==> src/rtl/accelerator_lstm_sequencer.sv <==
// Streams one LSTM step's bias and input vectors from word memory into the controller, launches it, stores the hidden-state results.
// Latency: START -> first read 1 cycle, element enable 2 cycles; 2 cycles/element minimum; READY 1 cycle after CTRL_READY.
// Backpressure: each element is held on CTRL_*_IN until its acknowledge arrives; results beyond L are dropped and flag ERROR.
module accelerator_lstm_sequencer #(
  parameter int DATA_SIZE    = 64,
  parameter int CONTROL_SIZE = 64,
  parameter int ADDRESS_SIZE = 16
) (
  input  logic                    clk_i,
  input  logic                    rst_n_i,
  input  logic                    start_i,
  output logic                    ready_o,
  output logic                    error_o,
  input  logic [DATA_SIZE-1:0]    size_x_i,
  input  logic [DATA_SIZE-1:0]    size_l_i,
  input  logic [ADDRESS_SIZE-1:0] mem_base_i,
  output logic [ADDRESS_SIZE-1:0] mem_address_o,
  output logic                    mem_read_o,
  input  logic [DATA_SIZE-1:0]    mem_data_i,
  output logic                    mem_write_o,
  output logic [DATA_SIZE-1:0]    mem_data_o,
  output logic                    ctrl_start_o,
  input  logic                    ctrl_ready_i,
  output logic                    ctrl_b_in_enable_o,
  output logic                    ctrl_x_in_enable_o,
  output logic [DATA_SIZE-1:0]    ctrl_b_in_o,
  output logic [DATA_SIZE-1:0]    ctrl_x_in_o,
  input  logic                    ctrl_b_out_enable_i,
  input  logic                    ctrl_x_out_enable_i,
  input  logic                    ctrl_h_out_enable_i,
  input  logic [DATA_SIZE-1:0]    ctrl_h_out_i
);

  // One extra bit so index+1 and count+1 never overflow in comparisons.
  localparam int CW = ((CONTROL_SIZE > DATA_SIZE) ? CONTROL_SIZE : DATA_SIZE) + 1;
  localparam int AW = ADDRESS_SIZE;

  typedef enum logic [2:0] {
    S_IDLE, S_FETCH, S_PRESENT, S_WAIT_ACK, S_LAUNCH, S_COLLECT, S_DONE
  } state_t;

  typedef enum logic {PH_B, PH_X} phase_t;

  state_t                  state_q, state_d;
  phase_t                  phase_q, phase_d;
  logic [CONTROL_SIZE-1:0] index_q, index_d;
  logic [CONTROL_SIZE-1:0] count_q, count_d;
  logic [DATA_SIZE-1:0]    size_l_q, size_l_d;
  logic [DATA_SIZE-1:0]    size_x_q, size_x_d;
  logic [AW-1:0]           base_q, base_d;
  logic [DATA_SIZE-1:0]    b_data_q, b_data_d;
  logic [DATA_SIZE-1:0]    x_data_q, x_data_d;
  logic                    error_q, error_d;
  logic                    wr_vld_q, wr_vld_d;
  logic [AW-1:0]           wr_addr_q, wr_addr_d;
  logic [DATA_SIZE-1:0]    wr_data_q, wr_data_d;

  logic                    ack;
  logic                    advance;
  logic                    last_elem;
  logic                    h_fit;
  logic [CW-1:0]           h_total;
  logic [DATA_SIZE-1:0]    phase_size;
  logic [AW-1:0]           rd_addr;
  logic [AW-1:0]           wr_addr;

  assign ack        = (phase_q == PH_B) ? ctrl_b_out_enable_i : ctrl_x_out_enable_i;
  assign phase_size = (phase_q == PH_B) ? size_l_q : size_x_q;
  assign last_elem  = !((CW'(index_q) + CW'(1)) < CW'(phase_size));
  // Result slots are exactly L long; anything past that is discarded.
  assign h_fit      = CW'(count_q) < CW'(size_l_q);
  assign h_total    = (ctrl_h_out_enable_i && h_fit) ? CW'(count_q) + CW'(1) : CW'(count_q);
  // Address arithmetic is truncated to AW bits, so it wraps around the memory.
  assign rd_addr    = base_q + ((phase_q == PH_X) ? AW'(size_l_q) : '0) + AW'(index_q);
  assign wr_addr    = base_q + AW'(size_l_q) + AW'(size_x_q) + AW'(count_q);

  assign error_o     = error_q;
  assign mem_write_o = wr_vld_q;
  assign mem_data_o  = wr_data_q;

  // FSM state register.
  always_ff @(posedge clk_i or negedge rst_n_i) begin
    if (!rst_n_i) state_q <= S_IDLE;
    else          state_q <= state_d;
  end

  // Datapath registers: latched operands, counters, held element data and pending write.
  always_ff @(posedge clk_i or negedge rst_n_i) begin
    if (!rst_n_i) begin
      phase_q   <= PH_B;
      index_q   <= '0;
      count_q   <= '0;
      size_l_q  <= '0;
      size_x_q  <= '0;
      base_q    <= '0;
      b_data_q  <= '0;
      x_data_q  <= '0;
      error_q   <= 1'b0;
      wr_vld_q  <= 1'b0;
      wr_addr_q <= '0;
      wr_data_q <= '0;
    end else begin
      phase_q   <= phase_d;
      index_q   <= index_d;
      count_q   <= count_d;
      size_l_q  <= size_l_d;
      size_x_q  <= size_x_d;
      base_q    <= base_d;
      b_data_q  <= b_data_d;
      x_data_q  <= x_data_d;
      error_q   <= error_d;
      wr_vld_q  <= wr_vld_d;
      wr_addr_q <= wr_addr_d;
      wr_data_q <= wr_data_d;
    end
  end

  // Next-state and output decode.
  always_comb begin
    state_d   = state_q;
    phase_d   = phase_q;
    index_d   = index_q;
    count_d   = count_q;
    size_l_d  = size_l_q;
    size_x_d  = size_x_q;
    base_d    = base_q;
    b_data_d  = b_data_q;
    x_data_d  = x_data_q;
    error_d   = error_q;
    wr_vld_d  = 1'b0;
    wr_addr_d = wr_addr_q;
    wr_data_d = wr_data_q;
    advance   = 1'b0;

    mem_read_o         = 1'b0;
    mem_address_o      = '0;
    ctrl_start_o       = 1'b0;
    ready_o            = 1'b0;
    ctrl_b_in_enable_o = 1'b0;
    ctrl_x_in_enable_o = 1'b0;
    ctrl_b_in_o        = b_data_q;
    ctrl_x_in_o        = x_data_q;

    unique case (state_q)
      S_IDLE: begin
        if (start_i) begin
          size_l_d = size_l_i;
          size_x_d = size_x_i;
          base_d   = mem_base_i;
          error_d  = 1'b0;
          index_d  = '0;
          count_d  = '0;
          if (size_l_i != '0) begin
            phase_d = PH_B;
            state_d = S_FETCH;
          end else if (size_x_i != '0) begin
            phase_d = PH_X;
            state_d = S_FETCH;
          end else begin
            phase_d = PH_X;
            state_d = S_LAUNCH;
          end
        end
      end
      S_FETCH: begin
        mem_read_o    = 1'b1;
        mem_address_o = rd_addr;
        state_d       = S_PRESENT;
      end
      S_PRESENT: begin
        // Read data arrives this cycle: forward it now and keep a copy for WAIT_ACK.
        if (phase_q == PH_B) begin
          ctrl_b_in_enable_o = 1'b1;
          ctrl_b_in_o        = mem_data_i;
          b_data_d           = mem_data_i;
        end else begin
          ctrl_x_in_enable_o = 1'b1;
          ctrl_x_in_o        = mem_data_i;
          x_data_d           = mem_data_i;
        end
        if (ack) advance = 1'b1;
        else     state_d = S_WAIT_ACK;
      end
      S_WAIT_ACK: begin
        if (ack) advance = 1'b1;
      end
      S_LAUNCH: begin
        ctrl_start_o = 1'b1;
        count_d      = '0;
        state_d      = S_COLLECT;
      end
      S_COLLECT: begin
        if (ctrl_h_out_enable_i) begin
          if (h_fit) begin
            wr_vld_d  = 1'b1;
            wr_addr_d = wr_addr;
            wr_data_d = ctrl_h_out_i;
            count_d   = count_q + CONTROL_SIZE'(1);
          end else begin
            error_d = 1'b1;
          end
        end
        // A same-cycle result is already folded into h_total.
        if (ctrl_ready_i) begin
          state_d = S_DONE;
          if (h_total != CW'(size_l_q)) error_d = 1'b1;
        end
      end
      S_DONE: begin
        ready_o = 1'b1;
        state_d = S_IDLE;
      end
      default: state_d = S_IDLE;
    endcase

    if (advance) begin
      if (!last_elem) begin
        index_d = index_q + CONTROL_SIZE'(1);
        state_d = S_FETCH;
      end else if (phase_q == PH_B) begin
        phase_d = PH_X;
        index_d = '0;
        state_d = (size_x_q == '0) ? S_LAUNCH : S_FETCH;
      end else begin
        state_d = S_LAUNCH;
      end
    end

    // Pending writes never overlap a fetch, so the address port is shared.
    if (wr_vld_q) mem_address_o = wr_addr_q;
  end

endmodule

==> config.mk <==
export PLATFORM = sky130hd
export DESIGN_NAME = accelerator_lstm_sequencer
export DESIGN_NICKNAME = d
export VERILOG_FILES = /design/src/rtl/accelerator_lstm_sequencer.sv
export SDC_FILE = /design/constraint.sdc
export NUM_CORES = 1
export LEC_CHECK = 0
export BUFFER_PORTS_ARGS = -buffer_cell sky130_fd_sc_hd__buf_2
export CORE_ASPECT_RATIO = 1.25
export CORE_MARGIN = 8
export CORE_UTILIZATION = 57
export CTS_CLUSTER_SIZE = 16
export DETAILED_ROUTE_END_ITERATION = 10
export GPL_TIMING_DRIVEN = 0
export PLACE_DENSITY = 0.83
export SLEW_MARGIN = 20
export SYNTH_ARGS = -nofsm -noshare
export SYNTH_HDL_FRONTEND = slang
export SYNTH_SLANG_ARGS = --single-unit
==> constraint.sdc <==
create_clock -name clk_i -period 6.3 [get_ports clk_i]
set_input_delay 0.63 -clock clk_i [delete_from_list [all_inputs] [get_ports clk_i]]
set_output_delay 0.63 -clock clk_i [all_outputs]
set_load 0.05 [all_outputs]
==> reports/results.md <==
Synthesis
• **dominant register cell in the synthesized netlist** sky130_fd_sc_hd__dfrtp_1
• **cell area after technology mapping** 0.0288 mm2
• **Unique masters post-synth** 86
• **post-synthesis cell count** 3,005
• **number of enable-type register cells in the synthesized netlist** 0
• **synthesized netlist net count** 3,488
• **flip-flop and latch count after synthesis** 486
• **Post-Syn Area per Cell** 9.59 um2
• **sequential-to-total area share from yosys stat** 42.2%
• **Yosys warning total** 0
• **fraction of registers with async set/reset** 100%

Clock tree
• **CTS buffer count** 51
• **clock insertion delay at the later pin of the skew report** 620 ps
• **number of levels the H-tree was split into** 2
• **CTS sink cnt** 486
• **Clock transition at path regs** 60 ps
• **TritonCTS clock tree** done
• **buffers from clock root to sink, at most** 3
• **root buffer cell** sky130_fd_sc_hd__clkbuf_16
• **setup bufs post-CTS** 0

Pwr
• **Switching Share** 47.8%
• **clock network power share** 19.7%
• **IR drop worst, VDD** 0.000663 V
• **internal portion of total power** 8300 uW
• **Power Dens Cells** 467 mW/mm2
• **Comb pwr share** 48.5%
• **sequential share of power** 31.7%
• **NetSw** 7590 uW
• **Static Leakage** 0.0169 uW

Global route
• **via count of the first global-routing pass** 27,600
• **overflow left after global routing** 0
• **combined global-route utilization of all metal layers** 36.4%
• **initial antenna violation count** 7
• **pin count of the biggest net entering global routing** 98
• **first-pass GRT wire length** 162,000 um

Drt
• **total number of vias** 26,600
• **Starting DRT DRC Count** 2,535
• **post-DR vias/cell** 6.25
• **post-route DRC violation count** 0
• **total length of routed wires** 108,000 um
• **routed wire length per instance** 25.3 um
• **Pre-antenna DRT Iters** 8
• **Post-DRT Antenna Nets** 0

STA
• **hold slack** -11.0 ps
• **total count of max-transition violations in the final report** 0
• **count of final setup violators** 0
• **endpoints failing hold** 7
• **post-route setup slack** 282 ps
• **unrepaired setup endpoints after global routing** true
• **worst slew margin relative to its limit** 20.1%
• **slew at the pin with the worst max-slew slack** 1190 ps
• **highest clock rate** 166 MHz
• **setup TNS** 0 ps
• **ratio of final minimum period to clock period** 95.5%
• **crit path time final** 6020 ps
• **Setup Skew** 17.6 ps

Setup path
• **CP Capture Type** primary output
• **worst reg-to-reg setup slack** 340 ps
• **nature of the critical path startpoint** flop
• **cell at the slowest stage of the critical path** sky130_fd_sc_hd__dfrtp_1
• **delay of the slowest cell on the worst path** 700 ps
• **kind of cell adding the most delay to the critical path** compound AO/OA/AOI/OAI gates
• **Crit Path Class** flop to primary output
• **crit path cell chain** buf_2, and2_1, fa_1, ha_1, fa_1, a21o_1, a21oi_1, o21bai_1, a21oi_1, nor2b_1, o21ai_0, a21oi_1, nor4_1, o31ai_1, xnor2_1, a22o_1, buf_2
• **Worst EP arrival** 5390 ps
• **Buf/Inv on CP** 2
• **Most Frequent Cell on Critical Path** sky130_fd_sc_hd__a21oi_1
• **critical path fanouts, max** 14
• **data required time of the worst path** 5670 ps

Placed design
• **worst slack at placement** 94.7 ps
• **routability cong.** 1.03
• **HPWL reported at the end of detailed placement** 84,100 um
• **Port Buf Inserts** 492

Final layout
• **Layout area overhead** 18.0%
• **fraction of final layout cells with drive strength greater than 1** 22.2%
• **number of nets in the layout** 4,037
• **most used cells in the layout excluding fill and tap cells** 667 x sky130_fd_sc_hd__nand2_1, 533 x sky130_fd_sc_hd__buf_2, 486 x sky130_fd_sc_hd__dfrtp_1, 173 x sky130_fd_sc_hd__o21ai_0, 158 x sky130_fd_sc_hd__ha_1
• **leading cell type in the layout, fill and taps excluded** sky130_fd_sc_hd__nand2_1

Worst hold path
• **worst hold path type** input port to asynchronous set/reset pin

Die
• **I/O pin total** 494
• **die outline height** 267 um
• **CORE AREA** 0.0502 mm2
• **area of the die** 0.0580 mm2
• **starting density of the core** 57.4%
• **site row count** 92
• **Die X-Extent** 217 um

Run status
• **status** finished with violations
• **violated checks** hold timing

Run
• **max cap viols** 0

## area by class of cell
cell class | count | area, um2
fillers | 4032 | 16200
multi-input cells | 2282 | 15700
flip-flops and latches | 486 | 12200
repair buffers | 497 | 2610
clock buffers | 71 | 1450
well taps | 658 | 823
plain buffers | 147 | 634
inverters | 89 | 334
clock inverters | 22 | 255
diodes | 6 | 15.0
## registers in the layout (all words and copies together) (netlist names)
name	count
b_data_q	64
size_x_q	64
mem_write_o	1
size_l_q	64
count_q	64
error_o	1
base_q	16
state_q	3
wr_addr_q	16
x_data_q	64
mem_data_o	64
index_q	64
phase_q	1
## synthesized netlist by cell type (64+ instances only)
cell type	instances	area, um2
sky130_fd_sc_hd__nor2_1	120	450
sky130_fd_sc_hd__o21ai_0	173	866
sky130_fd_sc_hd__ha_1	158	1980
sky130_fd_sc_hd__dfrtp_1	486	12200
sky130_fd_sc_hd__nand2_1	667	2500
sky130_fd_sc_hd__a21oi_1	64	320
sky130_fd_sc_hd__mux2i_1	68	681
sky130_fd_sc_hd__nand4_1	67	419
sky130_fd_sc_hd__nor4_1	65	407
sky130_fd_sc_hd__mux2_2	132	1490
sky130_fd_sc_hd__xor2_1	79	692
sky130_fd_sc_hd__inv_1	87	327
sky130_fd_sc_hd__clkbuf_1	94	353
sky130_fd_sc_hd__nand3_1	79	395
sky130_fd_sc_hd__xnor2_1	96	841
## layer usage
layer	GRT usage [%]	vias to the layer above	part of all wire, %
li1	-	11700	-
met1	40.4	12900	34
met2	59.3	1538	47
met3	10.3	479	10
met4	27.5	2	8.9
met5	0	-	0.012
## power by group through the flow
stage / Sequential, uW / Combinational, uW / Clock, uW
2_1_floorplan: 4470 / 5680 / 0
3_3_place_gp: 4990 / 7390 / 0
3_5_place_dp: 5010 / 7590 / 0
4_1_cts: 4980 / 7660 / 3160
5_1_grt: 5070 / 8300 / 3290
6_report: 5040 / 7710 / 3140
## stage by stage
| step | cell area (um2) | util, % | power, uW | instances |
|---|---|---|---|---|
| floorplan | 28800 | - | 10100 | 3005 |
| global placement | 32100 | 64.0 | 12400 | 4155 |
| detailed placement | 32300 | 64.3 | 12600 | 4160 |
| CTS | 34000 | 67.7 | 15800 | 4253 |
| global route | 34000 | 67.7 | 16700 | 4254 |
| finish | 34000 | 67.7 | 15900 | 4258 |
## path summary, 6_finish.rpt
check / end / startpoint / depth (start not counted)
max in group asynchronous: index_q[22] / rst_n_i / 3
worst max-delay path: mem_address_o[15] / phase_q / 17
min in group clk_i: base_q[1] / mem_base_i[1] / 3
worst min register to register: mem_data_o[48] / mem_data_o[48] / 2
worst max register to register: index_q[61] / index_q[29] / 23
worst min-delay path: b_data_q[51] / rst_n_i / 1
## kinds of logic after synthesis
logic type / count (synthesis) / share of synthesized area (%)
XOR/XNOR: 177 / 5.48
flip-flops: 486 / 42.2
adder cells (fa/ha/maj): 204 / 10.1
buffers and inverters: 237 / 3.37
AO/OA/AOI/OAI: 523 / 12.4
multiplexers: 200 / 7.52
AND/OR/NAND/NOR: 1178 / 18.9
## timing repair
action                     in CTS  in global routing
setup endpoints to repair       2                 69
gates resized for setup         1                  7
hold buffers                    0                  0
gates cloned                    0                  0
Note: power is estimated with default switching activity, not from simulation.
